$ cat config.mk
export PLATFORM = sky130hd
export DESIGN_NAME = psram_bist
export DESIGN_NICKNAME = d
export VERILOG_FILES = /design/src/rtl/psram_bist_pkg.sv /design/src/rtl/psram_bist_pattern.sv /design/src/rtl/psram_bist.sv
export SDC_FILE = /design/constraint.sdc
export NUM_CORES = 1
export LEC_CHECK = 0
export CAP_MARGIN = 20
export CORE_ASPECT_RATIO = 1.75
export CORE_UTILIZATION = 40
export CTS_CLUSTER_DIAMETER = 200
export DETAILED_ROUTE_END_ITERATION = 8
export PLACE_DENSITY_LB_ADDON = 0.3
export SLEW_MARGIN = 15
export SYNTH_ARGS = -nofsm -noshare
export SYNTH_HDL_FRONTEND = slang
export SYNTH_SLANG_ARGS = --single-unit
$ cat constraint.sdc
create_clock -name i_clk -period 3.67 [get_ports i_clk]
set_input_delay 0.5505 -clock i_clk [delete_from_list [all_inputs] [get_ports i_clk]]
set_output_delay 0.5505 -clock i_clk [all_outputs]
set_load 0.01 [all_outputs]
$ cat src/rtl/psram_bist_pkg.sv
// Shared encodings for the psram self-test sequencer: FSM states (exported on o_state),
// pattern modes and the checkerboard words.
package psram_bist_pkg;

    typedef enum logic [3:0] {
        ST_IDLE    = 4'd0,
        ST_READY   = 4'd1,
        ST_WR_REQ  = 4'd2,
        ST_WR_ACK  = 4'd3,
        ST_WR_WAIT = 4'd4,
        ST_RD_REQ  = 4'd5,
        ST_RD_ACK  = 4'd6,
        ST_RD_WAIT = 4'd7,
        ST_CHECK   = 4'd8,
        ST_DONE    = 4'd9
    } state_e;

    localparam logic [1:0] MODE_CONST   = 2'd0;
    localparam logic [1:0] MODE_ADDR    = 2'd1;
    localparam logic [1:0] MODE_WALK    = 2'd2;
    localparam logic [1:0] MODE_CHECKER = 2'd3;

    // Wide enough for any practical DATA_W; users slice the low DATA_W bits.
    localparam logic [63:0] CHK_EVEN = {32{2'b10}};
    localparam logic [63:0] CHK_ODD  = {32{2'b01}};

endpackage

$ cat src/rtl/psram_bist_pattern.sv
// Test-pattern generator, shared by the write path and the read-back compare.
module psram_bist_pattern #(
    parameter int DATA_W = 16,
    parameter int CNT_W  = 16,
    parameter logic [DATA_W-1:0] CONST_PAT = 16'h8765
) (
    input  logic [1:0]        mode,
    input  logic [CNT_W-1:0]  index,
    input  logic [DATA_W-1:0] addr,   // low DATA_W bits of the word address
    output logic [DATA_W-1:0] data
);
    import psram_bist_pkg::*;

    logic [CNT_W-1:0] bit_sel;

    always_comb begin
        bit_sel = index % CNT_W'(DATA_W);
        case (mode)
            MODE_CONST: data = CONST_PAT;
            MODE_ADDR:  data = addr;
            MODE_WALK:  data = DATA_W'(1) << bit_sel;
            default:    data = index[0] ? CHK_ODD[DATA_W-1:0] : CHK_EVEN[DATA_W-1:0];
        endcase
    end

endmodule

$ cat src/rtl/psram_bist.sv
// Psram self-test: writes i_count pattern words, reads them back and reports pass/fail.
// state    | meaning
// IDLE     | out of reset, waiting for i_start
// READY    | test latched, waiting for the controller to be idle
// WR_REQ   | present write request
// WR_ACK   | strobe held until busy rises or the timer expires
// WR_WAIT  | write in flight, waiting for busy to fall
// RD_*     | same handshake for the read-back
// CHECK    | compare the latched read word
// DONE     | results held until the next start
module psram_bist #(
    parameter int ADDR_W  = 24,
    parameter int DATA_W  = 16,
    parameter int CNT_W   = 16,
    parameter int ERR_W   = 8,
    parameter int TIMEOUT = 255,
    parameter logic [DATA_W-1:0] CONST_PAT = 16'h8765
) (
    input  logic              i_clk,
    input  logic              i_rst,
    input  logic              i_start,
    input  logic [1:0]        i_mode,
    input  logic [ADDR_W-1:0] i_base_addr,
    input  logic [CNT_W-1:0]  i_count,
    output logic              o_stb,
    output logic              o_we,
    output logic [ADDR_W-1:0] o_addr,
    output logic [DATA_W-1:0] o_din,
    input  logic              i_busy,
    input  logic [DATA_W-1:0] i_dout,
    output logic              o_running,
    output logic              o_done,
    output logic              o_pass,
    output logic              o_timeout,
    output logic [ERR_W-1:0]  o_err_count,
    output logic [ADDR_W-1:0] o_first_err_addr,
    output logic [3:0]        o_state
);
    import psram_bist_pkg::*;

    localparam int TMR_W = (TIMEOUT > 1) ? $clog2(TIMEOUT + 1) : 1;

    state_e            state_q, state_d;
    logic [1:0]        mode_q, mode_d;
    logic [ADDR_W-1:0] base_q, base_d;
    logic [CNT_W-1:0]  count_q, count_d;
    logic [CNT_W-1:0]  idx_q, idx_d;
    logic [TMR_W-1:0]  tmr_q, tmr_d;
    logic [DATA_W-1:0] rdata_q, rdata_d;
    logic              stb_q, stb_d;
    logic              we_q, we_d;
    logic [ADDR_W-1:0] addr_q, addr_d;
    logic [DATA_W-1:0] din_q, din_d;
    logic              running_q, running_d;
    logic              done_q, done_d;
    logic              timeout_q, timeout_d;
    logic [ERR_W-1:0]  err_q, err_d;
    logic [ADDR_W-1:0] first_err_q, first_err_d;

    logic [ADDR_W-1:0] cur_addr;
    logic [DATA_W-1:0] cur_pat;
    logic              last_word;

    assign cur_addr  = base_q + ADDR_W'(idx_q);
    assign last_word = (idx_q == count_q - 1'b1);

    psram_bist_pattern #(
        .DATA_W    (DATA_W),
        .CNT_W     (CNT_W),
        .CONST_PAT (CONST_PAT)
    ) u_pattern (
        .mode  (mode_q),
        .index (idx_q),
        .addr  (cur_addr[DATA_W-1:0]),
        .data  (cur_pat)
    );

    always_comb begin
        state_d     = state_q;
        mode_d      = mode_q;
        base_d      = base_q;
        count_d     = count_q;
        idx_d       = idx_q;
        tmr_d       = tmr_q;
        rdata_d     = rdata_q;
        stb_d       = stb_q;
        we_d        = we_q;
        addr_d      = addr_q;
        din_d       = din_q;
        running_d   = running_q;
        done_d      = done_q;
        timeout_d   = timeout_q;
        err_d       = err_q;
        first_err_d = first_err_q;

        case (state_q)
            ST_IDLE, ST_DONE: begin
                if (i_start) begin
                    mode_d      = i_mode;
                    base_d      = i_base_addr;
                    count_d     = i_count;
                    idx_d       = '0;
                    err_d       = '0;
                    timeout_d   = 1'b0;
                    done_d      = 1'b0;
                    first_err_d = '0;
                    running_d   = 1'b1;
                    state_d     = ST_READY;
                end
            end
            ST_READY: begin
                if (count_q == '0) begin
                    running_d = 1'b0;
                    done_d    = 1'b1;
                    state_d   = ST_DONE;
                end else if (!i_busy) begin
                    state_d = ST_WR_REQ;
                end
            end
            ST_WR_REQ, ST_RD_REQ: begin
                stb_d   = 1'b1;
                we_d    = (state_q == ST_WR_REQ);
                addr_d  = cur_addr;
                tmr_d   = TMR_W'(TIMEOUT);
                state_d = (state_q == ST_WR_REQ) ? ST_WR_ACK : ST_RD_ACK;
                if (state_q == ST_WR_REQ) begin
                    din_d = cur_pat;
                end
            end
            ST_WR_ACK, ST_RD_ACK: begin
                if (i_busy) begin
                    stb_d   = 1'b0;
                    we_d    = 1'b0;
                    state_d = (state_q == ST_WR_ACK) ? ST_WR_WAIT : ST_RD_WAIT;
                end else if (tmr_q == '0) begin
                    // Controller never accepted the request: abort the whole test.
                    stb_d     = 1'b0;
                    we_d      = 1'b0;
                    timeout_d = 1'b1;
                    running_d = 1'b0;
                    done_d    = 1'b1;
                    state_d   = ST_DONE;
                end else begin
                    tmr_d = tmr_q - 1'b1;
                end
            end
            ST_WR_WAIT: begin
                if (!i_busy) begin
                    if (last_word) begin
                        idx_d   = '0;
                        state_d = ST_RD_REQ;
                    end else begin
                        idx_d   = idx_q + 1'b1;
                        state_d = ST_WR_REQ;
                    end
                end
            end
            ST_RD_WAIT: begin
                if (!i_busy) begin
                    rdata_d = i_dout;
                    state_d = ST_CHECK;
                end
            end
            ST_CHECK: begin
                if (rdata_q != cur_pat) begin
                    if (err_q != '1) begin
                        err_d = err_q + 1'b1;
                    end
                    // A saturating count never returns to zero, so zero means first miss.
                    if (err_q == '0) begin
                        first_err_d = cur_addr;
                    end
                end
                if (last_word) begin
                    running_d = 1'b0;
                    done_d    = 1'b1;
                    state_d   = ST_DONE;
                end else begin
                    idx_d   = idx_q + 1'b1;
                    state_d = ST_RD_REQ;
                end
            end
            default: state_d = ST_IDLE;
        endcase
    end

    always_ff @(posedge i_clk) begin
        if (i_rst) begin
            state_q     <= ST_IDLE;
            mode_q      <= '0;
            base_q      <= '0;
            count_q     <= '0;
            idx_q       <= '0;
            tmr_q       <= '0;
            rdata_q     <= '0;
            stb_q       <= 1'b0;
            we_q        <= 1'b0;
            addr_q      <= '0;
            din_q       <= '0;
            running_q   <= 1'b0;
            done_q      <= 1'b0;
            timeout_q   <= 1'b0;
            err_q       <= '0;
            first_err_q <= '0;
        end else begin
            state_q     <= state_d;
            mode_q      <= mode_d;
            base_q      <= base_d;
            count_q     <= count_d;
            idx_q       <= idx_d;
            tmr_q       <= tmr_d;
            rdata_q     <= rdata_d;
            stb_q       <= stb_d;
            we_q        <= we_d;
            addr_q      <= addr_d;
            din_q       <= din_d;
            running_q   <= running_d;
            done_q      <= done_d;
            timeout_q   <= timeout_d;
            err_q       <= err_d;
            first_err_q <= first_err_d;
        end
    end

    assign o_stb            = stb_q;
    assign o_we             = we_q;
    assign o_addr           = addr_q;
    assign o_din            = din_q;
    assign o_running        = running_q;
    assign o_done           = done_q;
    assign o_pass           = done_q && (err_q == '0) && !timeout_q;
    assign o_timeout        = timeout_q;
    assign o_err_count      = err_q;
    assign o_first_err_addr = first_err_q;
    assign o_state          = state_q;

endmodule

# After elaboration in Yosys (flattened, before gate mapping)
# Index checks and enable logic that the tools add are counted.
# W data, S select, Z words.
# totals
out_inout_bits,82
wordCells,124
in_bits,62
ff_bits,163
# classes
mux,46
n_bitwise,1
shift,1
add_sub_neg,5
n_reduce_logical,27
eq_ne,28
# ops
op,count
$pmux W16 S3,2
$mux W16,5
$mux W24,3
$pmux W24 S2,1
$mux W8,5
$mux W4,8
$pmux W8 S2,2
$pmux W4 S7,1
$add A24 B16 Y24,1
$ne A2 B2 Y1 const B,12
$add A16 B1 Y16 const B,1
$eq A16 B16 Y1,1
$eq A4 B3 Y1 const B,4
$logic_not A16 Y1,1
$logic_not A8 Y1,2
$ne A16 B16 Y1,1
$reduce_and A4 Y1,4
$shl A1 B4 Y16 const A,1
$sub A16 B1 Y16 const B,1
$mux W1,11
$add A8 B1 Y8 const B,1
$eq A4 B2 Y1 const B,2
$eq A4 B4 Y1 const B,2
$ne A8 B8 Y1 const B,1
22 further kinds,35

# Depth between registers and ports, before layout
# depth
depth_word,5
ltp_mapped,15
mapped_depth_nobuf,12

# Modules after synthesis
# Synthesis repeated with hierarchy kept, for this count alone.
# hier_totals
cells_unflattened,1077
hier_area_um2,8514.4
# modules_own_cells
module,seq_area_each_um2,area_each_um2,n_inst,cells_each
psram_bist,3263.1,8084.0,1,1016
psram_bist_pattern,0.0,430.4,1,61

# Worst setup path before layout
# OpenSTA, ideal clock, no wires.
# synth_path
path_kind,reg2reg
from,reg idx_q[0]
to,"reg first_err_q[19], in the netlist o_first_err_addr[19]"
path_stages_with_launch,14
t_required_ps,3549
setup_ps,121
slack_ps,166
arrival_time_ps,3383
synth_period_minus_slack_ps,3504
n_path_buf,1
cell_sequence,dfxtp_1 -> ha_1 -> fa_1 -> a211oi_1 -> o31a_2 -> xnor2_1 -> o22a_1 -> xor2_1 -> a211o_1 -> nor4_1 -> nand3_2 -> nand3b_2 -> buf_6 -> mux2_2
# synth_via
elab_chain_len,5
word_cells_on_any_way,10
classes_between,add/sub: 1; eq/ne: 2; shift: 1; mux: 5; reduce/logical: 1
# synth_lines
item,line,rtl
start: declaration,psram_bist.sv:47,"logic [CNT_W-1:0] idx_q, idx_d;"
start signal: assignment,psram_bist.sv:210,idx_q <= idx_d;
$add A24 B16 Y24 (tied with other cells),psram_bist.sv:64,assign cur_addr = base_q + ADDR_W'(idx_q);
$pmux W16 S3,psram_bist_pattern.sv:18,case (mode)
$ne A16 B16 Y1,psram_bist.sv:165,if (rdata_q != cur_pat) begin
$ne A2 B2 Y1 (no source line),--,
$reduce_and A4 Y1 (no source line),--,
end signal: assignment,psram_bist.sv:221,first_err_q <= first_err_d;
end: declaration,psram_bist.sv:58,"logic [ADDR_W-1:0] first_err_q, first_err_d;"
# Several ways; a longest one is shown, not always the timed one. The select of a mux whose other input is x is not followed.
# A chain may end at the register's enable or synchronous reset.

# Worst setup path after layout
# layout_path
from,reg base_q[0]
to,"reg err_q[5], in the netlist o_err_count[5]"
# layout_via
elab_chain_len,5
# layout_lines
item,line,rtl
start: declaration,psram_bist.sv:45,"logic [ADDR_W-1:0] base_q, base_d;"
start signal: assignment,psram_bist.sv:208,base_q <= base_d;
$add A24 B16 Y24,psram_bist.sv:64,
$pmux W16 S3,psram_bist_pattern.sv:18,
$ne A16 B16 Y1,psram_bist.sv:165,
$ne A2 B2 Y1 (no source line),--,
$reduce_and A4 Y1 (no source line),--,
end signal: assignment,psram_bist.sv:220,err_q <= err_d;
end: declaration,psram_bist.sv:57,"logic [ERR_W-1:0] err_q, err_d;"
# Every way passes these cells.

==> metrics.md <==
| Metric | Value |
|---|---|
| Slew HR | 38.1% |
| Crit path required time | 4.04 ns |
| Tcrit/Tclk final | 95.4% |
| Number of flops mapped to enable cells by yosys | 0 |
| Arrival time worst endpoint | 3.88 ns |
| NumNets Final | 1456 |
| Most frequent cell after synthesis | nand2_1 |
| Sequential area share after synthesis | 35.7% |
| Total wire length | 29.8 mm |
| Initial Util | 41.1% |
| Die area | 23500 um2 |
| Final Wtd Congestion | 0.939 |
| Cell leakage power | 0.00447 uW |
| Clk buf depth | 2 |
| Worst slew pin tran | 0.927 ns |
| Syn Std Cell Area | 9140 um2 |
| Asr flop ratio synth | 0% |
| Final Setup Violations | 0 |
| FF-to-FF Start | base_q[0]$_SDFFE_PP0P_ |
| Post-synthesis cell count | 1194 |
| IO Pins | 144 |
| Seq pwr share | 30.5% |
| R2r endpoint | o_err_count[5]$_SDFFE_PP0P_ |
| Crit-path leading delay family | compound AO/OA/AOI/OAI gates |
| H-tree depth | 4 |
| Reg-to-reg slack, setup | 0.17 ns |
| Via/cell ratio | 5.53 |
| PortBufs | 143 |
| Hold-fix buffers, CTS | 0 |
| Crit start category | flop |
| Layout fillers | 2180 |
| GRT overflow | 0 |
| Synthesis warning total | 0 |
| CP Cell Sequence | ha_1 -> fa_2 -> a211oi_2 -> o31a_2 -> a21o_1 -> xnor2_1 -> nor2_1 -> buf_4 -> o32ai_1 -> nor4_4 -> and3_1 -> or4_1 -> o21bai_1 |
| Cell-internal power | 4620 uW |
| WHS Path Cells | 2 |
| Postcts setup bufs | 0 |
| Hold-critical path endpoint | o_addr[7]$_SDFFE_PP0N_ |
| Comb pwr share | 43.5% |
| F_max | 0.285 GHz |
| FF+latch count, synth | 163 |
| Largest net degree at the start of global routing | 50 |
| Worst Hold Class | flop to flop |
| Vias in the first global route | 9018 |
| Crit-path slowest cell | or4_1 |
| Routed vias | 9264 |
| GRT Resource Usage Total | 26.0% |
| Total Neg Setup Slack | 0 ns |
| Delay of the slowest critical-path stage | 0.49 ns |
| Clock latency on the worst-skew pair | 0.44 ns |
| Synth area leaders | dfxtp_1, nand2_1, a21oi_1, nor2_1, ha_1 |
| Max cap viols | 0 |
| Die Y-Extent | 202 um |
| Clock power frac | 26.0% |
| Critical path class | flop to flop |
| Pwr/cell area | 630 nW/um2 |
| CP Buf/Inv Count | 1 |
| Psw | 2920 uW |
| Initial DRC Count | 637 |
| Critical path origin | base_q[0]$_SDFFE_PP0P_ |
| DRC | 0 |
| Antenna Cells | 0 |
| Synth top cells by count | nand2_1, dfxtp_1, a21oi_1 |
| Die width | 116 um |
| CP endpoint kind | flop |
| Crit-path max FO | 5 |
| Unique cell type count in the Yosys netlist | 75 |
| Final hold violations | 0 |
| Post-DRT Antenna Nets | 0 |
| Area growth from synthesis to layout | 31.0% |
| First-pass GRT wire length | 46.8 mm |
| Row count | 72 |
| Net Sw Frac | 38.7% |
| Status | complete, no violations |
| First-pass iteration count of the detailed router | 5 |
| CTS tree | built |
| Root Driver | clkbuf_16 |
| Top-area cell type share of the netlist area | 35.7% |
| Initial antenna violation count | 0 |
| CTS Buf Count | 17 |
| RSZ-0062 raised after global routing | yes |
| Reg2Reg Depth | 13 |
| Peak supply drop | 0.361 mV |
| Core area | 22300 um2 |
| Final Critical Period | 3.50 ns |
| Post-DP HPWL | 23.0 mm |
| Reg clk slew, reported paths | 0.06 ns |
| CTS sink count | 163 |
| Leading area contributor after synthesis | dfxtp_1 |
| Post-synth top flop | dfxtp_1 |
| Syn Area/Cell | 7.66 um2 |
| Drt wl/cell | 17.8 um |
| Final slew viol count | 0 |
| Total power | 7550 uW |
| Layout cells sized above 1 | 11.0% |
| Syn Nets | 1285 |
| Worst Min Path Start | o_addr[7]$_SDFFE_PP0N_ |
| Clock skew | 0.00746 ns |
-- layout make-up --
type / instances / area, um2 / share of cell area, %
clock inverters: 13 / 206 / 1.72
well taps: 296 / 370 / 3.09
flip-flops and latches: 163 / 3260 / 27.3
clock buffers: 19 / 433 / 3.62
repair buffers: 229 / 2090 / 17.5
inverters: 23 / 86.3 / 0.721
multi-input cells: 931 / 5520 / 46.1
-- per-layer routing --
layer	GRT usage [%]	vias to the layer above	share of wire, %
met5	0	-	0
met4	15.4	0	5.4
met3	3.66	85	3.2
met2	47.6	263	53
met1	27.4	4385	38
li1	-	4531	-
-- placed cells by master, fill, tap and decap left out, drive strengths merged, types with 7 or more instances in the layout --
master / netlist / routed
nand2: 252 / 252
dfxtp: 163 / 163
clkdlybuf4s50: 0 / 142
a21oi: 129 / 129
nor2: 96 / 96
buf: 17 / 87
o21ai: 37 / 37
nand3: 37 / 37
xnor2: 36 / 36
xor2: 28 / 28
ha: 28 / 28
nor3: 28 / 28
inv: 23 / 25
mux2i: 20 / 20
clkbuf: 60 / 19
a211oi: 18 / 18
nand4: 17 / 17
and3: 16 / 16
nor4: 15 / 15
nor2b: 12 / 12
a31oi: 12 / 12
and2: 10 / 10
or4: 10 / 10
mux2: 9 / 9
a21o: 7 / 7
o211ai: 7 / 7
or3: 7 / 7
nand3b: 7 / 7
-- through the flow --
| stage | utilization, % | hold slack [ns] | instance area (um2) | setup WS, ns | cells |
|---|---|---|---|---|---|
| 6_report | 53.8 | 0.453 | 12000 | 0.167 | 1674 |
| 5_1_grt | 53.8 | 0.471 | 12000 | -0.00889 | 1674 |
| 4_1_cts | 53.5 | 0.457 | 11900 | 0.0180 | 1674 |
| 3_5_place_dp | 50.6 | 0.448 | 11300 | -0.159 | 1642 |
| 3_3_place_gp | 50.6 | 0.444 | 11300 | -0.0430 | 1642 |
| 2_1_floorplan | - | 0.441 | 9140 | 0.166 | 1194 |
-- how the worst max path moves through the flow --
stage / end / slack [ns] / depth (start not counted)
2_1_floorplan: o_first_err_addr[19]$_SDFFE_PP0P_ / 0.17 / 13
3_3_place_gp: o_first_err_addr[10]$_SDFFE_PP0P_ / -0.04 / 14
3_5_place_dp: o_first_err_addr[12]$_SDFFE_PP0P_ / -0.16 / 14
4_1_cts: o_err_count[2]$_SDFFE_PP0P_ / 0.02 / 13
5_1_grt: o_err_count[7]$_SDFFE_PP0P_ / -0.009 / 12
6_report: o_err_count[5]$_SDFFE_PP0P_ / 0.17 / 13
-- state kept, by name (all words and copies together), names as in the netlist, 2 cells and up --
| name | cells |
|---|---|
| o_state | 4 |
| rdata_q | 16 |
| o_din | 16 |
| count_q | 16 |
| o_err_count | 8 |
| tmr_q | 8 |
| mode_q | 2 |
| o_addr | 24 |
| idx_q | 16 |
| base_q | 24 |
| o_first_err_addr | 24 |
-- power by group through the flow --
stage,combinational (uW),clock (uW),sequential (uW)
6_report,3280,1960,2300
5_1_grt,3600,2060,2330
4_1_cts,3250,2000,2300
3_5_place_dp,3210,0,2330
3_3_place_gp,3190,0,2330
2_1_floorplan,2090,0,2330
-- logic make-up (layout without fill, tap and decap cells) --
family	after synthesis	after routing	share of synthesized area [%]
flops	163	163	35.7
mux	29	29	3.30
compound gates	280	280	19.3
buf+inv	100	284	4.74
fa+ha+maj	29	29	4.05
xor+xnor	64	64	6.13
simple gates	529	529	26.8
-- worst min-delay path, delay by kind of cell (launching register included) --
family | cells | cell delay (ns)
AND/OR/NAND/NOR | 1 | 0.05
flip-flops | 1 | 0.31
AO/OA/AOI/OAI | 1 | 0.05
-- repair_timing --
action | 4_1_cts | 5_1_grt
pin swaps | 0 | 7
gates resized for setup | 3 | 14
setup endpoints to repair | 18 | 33
Power figures use the tool's default switching activity.
==> edit, RTL diff (config.mk and constraints unchanged) <==
`CNT_W` is set to 16 in 2 places; all go to 32.
--- a/src/rtl/psram_bist_pattern.sv
+++ b/src/rtl/psram_bist_pattern.sv
@@ -1,7 +1,7 @@
 // Test-pattern generator, shared by the write path and the read-back compare.
 module psram_bist_pattern #(
     parameter int DATA_W = 16,
-    parameter int CNT_W  = 16,
+    parameter int CNT_W  = 32,
     parameter logic [DATA_W-1:0] CONST_PAT = 16'h8765
 ) (
     input  logic [1:0]        mode,
--- a/src/rtl/psram_bist.sv
+++ b/src/rtl/psram_bist.sv
@@ -11,7 +11,7 @@
 module psram_bist #(
     parameter int ADDR_W  = 24,
     parameter int DATA_W  = 16,
-    parameter int CNT_W   = 16,
+    parameter int CNT_W   = 32,
     parameter int ERR_W   = 8,
     parameter int TIMEOUT = 255,
     parameter logic [DATA_W-1:0] CONST_PAT = 16'h8765
Ports: changed (resized i_count); port bits go from 144 to 160. No check against the original RTL was run, so the function may have changed too.
==> edit against the unedited design <==
  * Sequential cell count up 32
  * Cell area increased by 25%
  * Power is 11% higher
  * Synthesized cell count grew 27%
  * Clock power fell by 3%
  * Utilization down 1.1 points
  * Worst hold slack improved by 0.0023 ns
  * Fmax is 0.89% lower
  * Final cell count is 27% higher
  * Setup slack got worse by 0.031 ns
  * Routed wire length grew 25%
  * Synthesized area up 26%
  * First-iteration DRC count decreased by 8.9%
  * Critical endpoint is now o_first_err_addr[1]$_SDFFE_PP0P_
  * Largest cell class unchanged
  * Largest power group unchanged
==> edit: results (changes against the unedited design) <==
WL final=37300 µm (+25%); Layout Utilization=52.7% (-1.1 points); Synth Area in Adders=3.94% (-0.11 points); P_comb=3.82 mW (+16%); Net Count, Synth=1628 (+27%); Critical Path Slowest Stage Cell=or4_4; Overall Power=8.35 mW (+11%); maximum vdd drop=0.000368 V (+1.7%); status=completed; DP Wirelength=29400 µm (+27%); R2R depth=12 (-1); Worst Skew=0.00924 ns (+0.00178 ns); Initial DRC Count=580 (-8.9%); Yosys cell types=89 (+19%); share of cells above drive strength 1=15.1% (+4.1 points); placed inst area=14300 µm² (+27%); CP max FO=11 (+6); cell internal pwr=4.98 mW (+7.7%); CP arrival=3.90 ns (+0.02 ns); register area share after synthesis=33.8% (-1.9 points); Total GRT Usage=25.9% (-0.078 points); P_leak=5.69 nW (+27%); Synth area leaders=dfxtp_1 34%, nand2_1 9.6%, a21oi_1 7.0%; I/O Buffers=159 (+11%); largest net degree at the start of global routing=61 (+22%); Mapped Cells=1515 (+27%); Critical Path Max Stage Delay=0.57 ns (+0.08 ns); Synth Area in XOR/XNOR=7.50% (+1.4 points); Least-Margin Pin Slew=0.864 ns (-0.0632 ns); post-synthesis mux area share=2.72% (-0.58 points)
edit: changes by cell type after synthesis, sizes merged, moves of 22 or more:
| cell | before | now |
|---|---|---|
| nand2 | 252 | 296 |
| nor2 | 96 | 140 |
| a21oi | 129 | 162 |
| dfxtp | 163 | 195 |
| xor2 | 28 | 51 |
| nor3 | 28 | 50 |
edit: layer usage:
metal | GRT usage, % | routed length [µm] | part of all wire, % | vias to the layer above
li1 | - | - | - | 5761
met1 | 26.3 | 13900 | 37 | 5461
met3 | 4.15 | 1180 | 3.2 | 96
met5 | 0 | 0 | 0 | -
met4 | 15.5 | 1990 | 5.3 | 0
met2 | 48.5 | 20200 | 54 | 313
edit: worst min-delay path, delay by kind of cell (launching register included):
family             cells  cell delay [ns]
AOI/OAI and AO/OA      1             0.05
DFF                    1             0.31
and+or+nand+nor        1             0.05
edit: final cells by class:
cell class                      instances  share of cell area (%)
Multi-Input combinational cell       1192                    48.1
Inverter                               36                   0.899
Tap cell                              378                    3.15
Sequential cell                       195                    26.0
Clock inverter                         15                    1.15
Timing Repair Buffer                  297                    17.9
Clock buffer                           17                    2.83
edit: what timing repair did:
action / in CTS / in global routing
pin swaps: 0 / 10
setup endpoints to repair: 12 / 66
buffers inserted: 0 / 4
resized for setup: 4 / 23
edit: worst paths after layout:
kind	from	endpoint	slack (ns)
worst max-delay path	idx_q[3]$_SDFFE_PP0P_	o_first_err_addr[1]$_SDFFE_PP0P_	0.14
worst min-delay path	o_addr[22]$_SDFFE_PP0N_	o_addr[22]$_SDFFE_PP0N_	0.46
worst max register to register	idx_q[3]$_SDFFE_PP0P_	o_first_err_addr[1]$_SDFFE_PP0P_	0.14
worst min register to register	o_addr[22]$_SDFFE_PP0N_	o_addr[22]$_SDFFE_PP0N_	0.46
